$ cat config.mk
export PLATFORM = sky130hd
export DESIGN_NAME = fifo_read_ctrl
export DESIGN_NICKNAME = d
export VERILOG_FILES = /design/src/rtl/fifo_rd_pkg.sv /design/src/rtl/fifo_rd_skid.sv /design/src/rtl/fifo_read_ctrl.sv
export SDC_FILE = /design/constraint.sdc
export NUM_CORES = 1
export LEC_CHECK = 0
export ABC_CLOCK_PERIOD_IN_PS = 4300
export BUFFER_PORTS_ARGS = -buffer_cell sky130_fd_sc_hd__clkbuf_2
export CAP_MARGIN = 20
export CORE_MARGIN = 2
export CORE_UTILIZATION = 35
export DETAILED_ROUTE_END_ITERATION = 16
export HOLD_SLACK_MARGIN = 0.06
export PLACE_DENSITY = 0.64
export SLEW_MARGIN = 20
export SYNTH_ARGS = -nofsm -noshare
export SYNTH_HDL_FRONTEND = slang
export SYNTH_HIERARCHICAL = 1
export SYNTH_SLANG_ARGS = --single-unit
$ cat constraint.sdc
create_clock -name clk_read -period 4.3 [get_ports clk_read]
set_clock_uncertainty 0.05 [all_clocks]
set_input_delay 0.43 -clock clk_read [delete_from_list [all_inputs] [get_ports clk_read]]
set_output_delay 0.43 -clock clk_read [all_outputs]
set_load 0.03 [all_outputs]
$ cat src/rtl/fifo_rd_pkg.sv
// Shared types and defaults for the AsyncFIFO read-side consumer.
// The state enum is also used by anything that observes the controller's debug state.
package fifo_rd_pkg;

   typedef enum logic [1:0] {
      IDLE   = 2'd0,
      STREAM = 2'd1,
      DRAIN  = 2'd2
   } rd_state_e;

   localparam int DEF_DATA_WIDTH = 8;
   localparam int DEF_SKID_DEPTH = 2;
   localparam int DEF_CNT_WIDTH  = 16;

   // Occupancy must represent 0..depth inclusive.
   function automatic int skid_occ_width(input int depth);
      return $clog2(depth + 1);
   endfunction

endpackage

$ cat src/rtl/fifo_rd_skid.sv
// DEPTH-entry circular skid buffer; dout_o is the head entry, valid_o means occ_o != 0.
// The caller never pushes when full and never pops when empty.
module fifo_rd_skid #(
   parameter int DATA_WIDTH = 8,
   parameter int DEPTH      = 2,
   parameter int OCC_WIDTH  = $clog2(DEPTH + 1)
) (
   input  logic                  clk_i,
   input  logic                  rst_ni,
   input  logic                  push_i,
   input  logic [DATA_WIDTH-1:0] din_i,
   input  logic                  pop_i,
   output logic [DATA_WIDTH-1:0] dout_o,
   output logic [OCC_WIDTH-1:0]  occ_o,
   output logic                  valid_o
);

   localparam int PTR_WIDTH = (DEPTH > 1) ? $clog2(DEPTH) : 1;
   localparam logic [PTR_WIDTH-1:0] LAST_PTR = PTR_WIDTH'(DEPTH - 1);

   logic [DATA_WIDTH-1:0] mem_q [DEPTH];
   logic [PTR_WIDTH-1:0]  wr_q, wr_d;
   logic [PTR_WIDTH-1:0]  rd_q, rd_d;
   logic [OCC_WIDTH-1:0]  occ_q, occ_d;

   // Pointers wrap explicitly so non-power-of-two depths work too.
   always_comb begin
      wr_d  = wr_q;
      rd_d  = rd_q;
      occ_d = occ_q;
      if (push_i) begin
         wr_d = (wr_q == LAST_PTR) ? '0 : wr_q + PTR_WIDTH'(1);
      end
      if (pop_i) begin
         rd_d = (rd_q == LAST_PTR) ? '0 : rd_q + PTR_WIDTH'(1);
      end
      if (push_i && !pop_i) begin
         occ_d = occ_q + OCC_WIDTH'(1);
      end else if (!push_i && pop_i) begin
         occ_d = occ_q - OCC_WIDTH'(1);
      end
   end

   always_ff @(posedge clk_i or negedge rst_ni) begin
      if (!rst_ni) begin
         wr_q  <= '0;
         rd_q  <= '0;
         occ_q <= '0;
      end else begin
         wr_q  <= wr_d;
         rd_q  <= rd_d;
         occ_q <= occ_d;
      end
   end

   always_ff @(posedge clk_i or negedge rst_ni) begin
      if (!rst_ni) begin
         for (int i = 0; i < DEPTH; i++) begin
            mem_q[i] <= '0;
         end
      end else if (push_i) begin
         mem_q[wr_q] <= din_i;
      end
   end

   assign dout_o  = mem_q[rd_q];
   assign occ_o   = occ_q;
   assign valid_o = (occ_q != '0);

endmodule

$ cat src/rtl/fifo_read_ctrl.sv
// Read-domain consumer for the AsyncFIFO: pops entries, captures data_out a cycle later,
// and re-presents them as a valid/ready stream through a small skid buffer.
module fifo_read_ctrl
   import fifo_rd_pkg::*;
#(
   parameter int DATA_WIDTH = DEF_DATA_WIDTH,
   parameter int SKID_DEPTH = DEF_SKID_DEPTH,
   parameter int CNT_WIDTH  = DEF_CNT_WIDTH
) (
   input  logic                  clk_read,
   input  logic                  rst,
   input  logic                  enable,
   input  logic                  empty,
   input  logic                  almost_empty,
   input  logic [DATA_WIDTH-1:0] data_out,
   output logic                  read_enable,
   output logic [DATA_WIDTH-1:0] m_data,
   output logic                  m_valid,
   input  logic                  m_ready,
   output logic [CNT_WIDTH-1:0]  rd_count,
   output logic                  underflow_err,
   output rd_state_e             dbg_state
);

   // Stream handshake: a beat moves when m_valid && m_ready at a rising edge; while m_valid
   // is high and m_ready low, m_data holds. m_ready may combinationally affect read_enable.

   localparam int OCC_WIDTH = skid_occ_width(SKID_DEPTH);

   rd_state_e              state_q;
   logic                   inflight_q;
   logic                   ae_guard_q, ae_guard_d;
   logic [CNT_WIDTH-1:0]   rd_count_q, rd_count_d;
   logic                   underflow_q, underflow_d;

   logic [OCC_WIDTH-1:0]   occ;
   logic [OCC_WIDTH:0]     budget;
   logic                   pop;
   logic                   deliver;
   logic                   skid_valid;
   logic [DATA_WIDTH-1:0]  skid_head;

   fifo_rd_skid #(
      .DATA_WIDTH (DATA_WIDTH),
      .DEPTH      (SKID_DEPTH),
      .OCC_WIDTH  (OCC_WIDTH)
   ) u_skid (
      .clk_i   (clk_read),
      .rst_ni  (rst),
      .push_i  (inflight_q),
      .din_i   (data_out),
      .pop_i   (deliver),
      .dout_o  (skid_head),
      .occ_o   (occ),
      .valid_o (skid_valid)
   );

   assign deliver = skid_valid && m_ready;

   // Entries still owed a slot once this cycle's deliver and the pending capture settle.
   always_comb begin
      budget = {1'b0, occ}
             - {{OCC_WIDTH{1'b0}}, deliver}
             + {{OCC_WIDTH{1'b0}}, inflight_q};
      read_enable = (state_q == STREAM) && !empty && !ae_guard_q
                    && (budget < (OCC_WIDTH + 1)'(SKID_DEPTH));
   end

   assign pop = read_enable && !empty;

   always_comb begin
      ae_guard_d  = pop && almost_empty;
      rd_count_d  = rd_count_q + CNT_WIDTH'(deliver);
      underflow_d = underflow_q || (read_enable && empty);
   end

   always_ff @(posedge clk_read or negedge rst) begin
      if (!rst) begin
         inflight_q  <= 1'b0;
         ae_guard_q  <= 1'b0;
         rd_count_q  <= '0;
         underflow_q <= 1'b0;
      end else begin
         inflight_q  <= pop;
         ae_guard_q  <= ae_guard_d;
         rd_count_q  <= rd_count_d;
         underflow_q <= underflow_d;
      end
   end

   // DRAIN keeps delivering until the capture pipeline and skid are both empty.
   always_ff @(posedge clk_read or negedge rst) begin
      if (!rst) begin
         state_q <= IDLE;
      end else begin
         case (state_q)
            IDLE: begin
               if (enable) state_q <= STREAM;
            end
            STREAM: begin
               if (!enable) state_q <= DRAIN;
            end
            DRAIN: begin
               if (enable) begin
                  state_q <= STREAM;
               end else if ((occ == '0) && !inflight_q) begin
                  state_q <= IDLE;
               end
            end
            default: state_q <= IDLE;
         endcase
      end
   end

   assign m_valid       = skid_valid;
   assign m_data        = skid_head;
   assign rd_count      = rd_count_q;
   assign underflow_err = underflow_q;
   assign dbg_state     = state_q;

endmodule

Yosys cells after proc, flatten, opt, wreduce, memory -nomap -nowiden. Cells that the tools add are included.

Flip-flop bits (word level): 41. Input bits: 14. Output and inout port bits: 29. Word-level logic and storage cells: 64.

Add/sub/neg operators: 7. $lt $le $gt $ge: 4. Equality and inequality tests: 5. Mux-type cells: 15. Bitwise logic cells: 2. Reductions and logical operators: 21.

Operators with widths (count): 2-to-1 mux 8 bit (4); adder 16 x 1 -> 16 bit (1); bitwise mux 16 bit (1); 2-to-1 mux 2 bit (6); logical AND 1 bit (11); demux 8 bit (select 1 bit) (1); one-hot mux 2 bit (3 select lines) (1); greater-or-equal comparator 2 bit (second input constant) (2); zero test 1 bit (4); zero test 2 bit (2); != test 2 bit (second input constant) (2); NOT 1 -> 2 bit (2); nonzero test 2 bit (2); adder 3 x 1 -> 3 bit (1); < comparator 3 x 2 -> 1 bit (second input constant) (1); != test 3 bit (second input constant) (1); AND reduction 3 bit (1); subtractor 2 x 1 -> 3 bit (1); adder 1 bit (second input constant) (2); adder 2 x 1 -> 2 bit (second input constant) (1); == test 2 x 1 -> 1 bit (second input constant) (1); == test 2 bit (second input constant) (1); < comparator 2 x 1 -> 1 bit (second input constant) (1); 2-to-1 mux 1 bit (2); other kinds (2) (2).

Logic depth before layout (Yosys ltp).
Word-level depth: 8. Depth in mapped cells: 8. Gate-level depth less buffers: 8.

By module. Netlist, hierarchy kept.

Modules (own cells, without submodules): fifo_read_ctrl (times used 1, cells an instance 78, area each 972.2 um2, sequential area each 525.5 um2); fifo_rd_skid (times used 1, cells an instance 57, area each 902.1 um2, sequential area each 500.5 um2).

Least setup slack after synthesis. No wires, ideal clock.

Kind: flip-flop to output port. Start point: reg u_skid.occ_q[1] (netlist: u_skid/occ_o[1]). End point: out read_enable. Arrival: 2.980 ns. Data required time: 3.820 ns. Slack: 0.840 ns. Stages on the path, launching flop included: 8. Buffers on the path: 0. Path through: dfrtp_1 -> or2_2 -> and2_1 -> ha_1 -> nand2b_1 -> fa_1 -> nand2b_1 -> nor4_1.

Longest elaborated chain between the ends: 6.

RTL lines: start, declared (line fifo_rd_skid.sv:24) `logic [OCC_WIDTH-1:0] occ_q, occ_d;`; start signal, assigned (line fifo_rd_skid.sv:48) `occ_q <= '0;`; start signal, assigned (line fifo_rd_skid.sv:52) `occ_q <= occ_d;`; nonzero test 2 bit (line fifo_rd_skid.sv:68) `assign valid_o = (occ_q != '0);`; named net m_valid (line fifo_read_ctrl.sv:18) `output logic m_valid,`; logical AND 1 bit (line fifo_read_ctrl.sv:58) `assign deliver = skid_valid && m_ready;`; named net deliver (line fifo_read_ctrl.sv:39) `logic deliver;`; subtractor 2 x 1 -> 3 bit (line fifo_read_ctrl.sv:63) `- {{OCC_WIDTH{1'b0}}, deliver}`; adder 3 x 1 -> 3 bit (line fifo_read_ctrl.sv:64) `+ {{OCC_WIDTH{1'b0}}, inflight_q};`; < comparator 3 x 2 -> 1 bit (line fifo_read_ctrl.sv:66) `&& (budget < (OCC_WIDTH + 1)'(SKID_DEPTH));`; logical AND 1 bit (line fifo_read_ctrl.sv:66); end, declared (line fifo_read_ctrl.sv:16) `output logic read_enable,`.

The timed path passes the listed nets, and every way through them passes these cells.

Worst setup path after layout.
Start point: reg u_skid.occ_q[1] (netlist: u_skid/occ_o[1]). End point: out read_enable.

Longest elaborated chain between the ends: 6.

RTL lines (line): nonzero test 2 bit (fifo_rd_skid.sv:68); logical AND 1 bit (fifo_read_ctrl.sv:58); named net deliver (fifo_read_ctrl.sv:39); subtractor 2 x 1 -> 3 bit (fifo_read_ctrl.sv:63); adder 3 x 1 -> 3 bit (fifo_read_ctrl.sv:64); < comparator 3 x 2 -> 1 bit (fifo_read_ctrl.sv:66); logical AND 1 bit (fifo_read_ctrl.sv:66).

The timed path passes the listed nets, and every way through them passes these cells.

==> run summary <==
The flow ran to the end, and the final reports show no timing, DRC or antenna violations. The post-synthesis register bit count came out at a little over 40. The pre-antenna-repair detailed-routing pass consisted of 4 iterations.

The share of layout cells above drive strength 1 is 45.3%. The global placer's final weighted congestion is between 0.7 and 0.8. The average via count per standard cell is roughly 4.6. The count of endpoints failing setup in the final report is 0.

The final standard cell count with taps included and fillers excluded came out at between 200 and 300. The final route contains 1143 vias. The netlist uses 29 different library cells. The H-tree generated during clock tree synthesis spans 2 levels. The endpoint identified for the worst register-to-register timing path is ae_guard_q$_DFF_PN0_. Clock tree synthesis inserted a total of 5 buffers.

The async set or reset register ratio after synthesis is 100%. Counting I/O delays and the setup requirement, the final critical path takes approximately 3.3 ns. The number of global-route vias before repair was around 1200.

The largest fanout on the critical path is 5. The total count of max-transition violations in the final report came out at 0. The clock latency reported for the late side of the worst-skew pair is approximately 0.28 ns. The placeable core region came out at roughly 5000 um^2. The leakage power is between 1 and 1.5 nW. The filler cells instantiated in the layout total around 540. Among all cell types in the netlist, the one instantiated most often is dfrtp_1.

The count of buffers from port buffering is 42. The total standard cell area after synthesis came out at roughly 1900 um^2. In the post-synthesis netlist, the biggest area contributors are dfrtp_1, mux2_2, xor2_1. In the routed design, unresolved DRC markers number 0. The total negative slack for setup checks is 0 ns.

The min-delay analysis places its worst path in the category input pin to async pin. The number of warnings issued by yosys is 6. In the synthesized netlist, the cells that appear most often are dfrtp_1, mux2_2, xor2_1, mux2_4, inv_1.

The number of buffers inserted to repair setup after CTS came out at 0. Once detailed placement completed, the half-perimeter wirelength came to 2.21 mm. The clock-pin slew on the worst setup and hold paths came out at around 0.07 ns.

The worst slew slack as a fraction of its limit is roughly two fifths. The maximum clock frequency came out at 301 MHz. The overall die width came out at roughly 77 um.

For the pin with the worst max-slew slack, the measured transition is roughly 0.9 ns. The tightest hold margin came out at 0.212 ns. The number of standard cells after synthesis is ~140. The critical path ends at read_enable. The power per cell area came out at ~670 nW/um^2. The number of nets produced by synthesis is between 150 and 200.

In this run, the number of DRC markers left after iteration 0 of detailed routing was 28. The number of standard-cell rows in the floorplan is 26. The highest ir drop seen on vdd came out at around 420 uV. The number of gates resized after CTS was 0. In this run the worst setup path begins at u_skid/occ_o[1]$_DFFE_PN0P_. The length in cells of the worst reg-to-reg path is 8.

The final clock period utilization by the worst path is 77.3%. Max-cap violations in this run came to 0. The startpoint identified for the worst register-to-register timing path is u_skid/occ_o[1]$_DFFE_PN0P_. The die covers a little under 6000 um^2. The nature of the critical path startpoint is a flip-flop. Setup repair after global routing left no endpoint under its margin. The total wirelength of the detailed-routed design is around 3.1 mm. The sequential element share of the synthesized area is a little over half. The count of inserted antenna diode cells came out at 0.

For this run, the leading register cell type out of synthesis is dfrtp_1. In the final routed layout, each cell accounts on average for approximately 13 um. In this run the mean area of a mapped cell was between 10 and 15 um^2. The required time reported for the critical path endpoint is 3.82 ns. The critical path data arrival time came out at 2.84 ns. Entering global routing, the biggest net connects 42 pins. The library cell used as clock root buffer is clkbuf_8. No sink is reached through more buffers than the 2 on the longest clock path.

The starting utilization of the core area is between 30% and 40%. The number of top-level design ports is 43. The biggest area contributor in the post-synthesis netlist is dfrtp_1.

The number of failing hold endpoints at the final stage is 0. The area growth from synthesis to layout is 19.4%. The register-to-register setup slack came out at approximately 1.7 ns. The number of cells in the design after placement came out at around 240. The count of flip-flops with a built-in enable after synthesis came out at 0.

The CTS tree is done. The first-pass GRT wire length is about 5.5 mm. The total number of nets in the final design is 200. The top cell type's share of synthesized area is between 50% and 60%. The count of clock tree sinks is just over 40. The core utilization of the finished layout is a little over two fifths. The die is about 77 um tall. The critical path in this run is classified as flip-flop to output port.

The combined global-route utilization of all metal layers is 11.7%. STA classifies the critical path endpoint as an output port. The remaining antenna violation count after routing is 0.

Summed over all layers, the global routing overflow is 0. The number of hold buffers added after CTS was 0. The number of antenna violations at the first check in global routing is 0.
flip-flops by register name, summed over array words and instances (netlist names):
name / cells
ae_guard_q: 1
inflight_q: 1
rd_count: 16
underflow_err: 1
u_skid/rd_q: 1
u_skid/mem_q: 16
dbg_state: 2
u_skid/occ_o: 2
u_skid/wr_q: 1
worst min path at each step:
stage                                        from                       end  slack (ns)
after global placement    underflow_err$_DFF_PN0_   underflow_err$_DFF_PN0_        0.32
after floorplan                               rst      ae_guard_q$_DFF_PN0_        0.08
after detailed placement  underflow_err$_DFF_PN0_   underflow_err$_DFF_PN0_        0.32
final                                         rst   underflow_err$_DFF_PN0_        0.21
after CTS                                  enable  dbg_state[1]$_DFFE_PN0P_        0.25
after global routing                       enable  dbg_state[1]$_DFFE_PN0P_        0.25
power breakdown:
part	switching, mW	total, mW	internal (mW)
sequential	0.120	0.635	0.514
combinational	0.341	0.613	0.272
clock	0.120	0.247	0.127
metal layers:
metal	GRT usage (%)	share of wire [%]
met2	17.0	44
met3	4.00	7.5
met4	4.29	1.2
met5	0	0
met1	16.2	47
worst max-delay path, stage by stage (launching register included):
cell and delay, ns:
dfrtp_1 0.45, or2_2 0.31, and2_1 0.21, ha_1 0.27, nand2b_1 0.15, fa_1 0.49, nand2b_1 0.07, nor4_1 0.33
clkbuf_2 0.27
cell families after synthesis:
logic type	after synthesis	share of synthesized area, %
flops	41	54.7
fa+ha+maj	5	3.74
xor+xnor	20	9.35
mux	24	16.0
compound gates	3	1.13
buf+inv	9	2.27
simple gates	33	12.8
cell usage in the layout (no fill, tap or decap), types with 4 or more instances in the layout:
cell,instances
clkbuf_2,41
clkbuf_8,6
dfrtp_1,41
ha_1,4
inv_1,6
mux2_2,16
mux2_4,8
nand3_1,4
nor2_1,4
nor3_1,4
nor4_2,4
xnor2_1,5
xor2_1,15
cell type report:
cell class / count / area [um^2] / area share, %
tap: 70 / 87.6 / 3.91
timing repair buffer: 42 / 210 / 9.39
clock buffer: 7 / 86.3 / 3.86
sequential: 41 / 1030 / 45.8
multi-input combinational: 85 / 806 / 36.0
inverter: 6 / 22.5 / 1.01
through the flow:
step                power [mW]  worst slack, ns  instance area, um^2
finish                    1.50            0.978                 2240
global placement          1.25             1.31                 2150
global route              1.59            0.847                 2240
floorplan                 1.11            0.840                 1870
detailed placement        1.26             1.29                 2150
CTS                       1.52            0.960                 2240
Power figures use the tool's default switching activity.
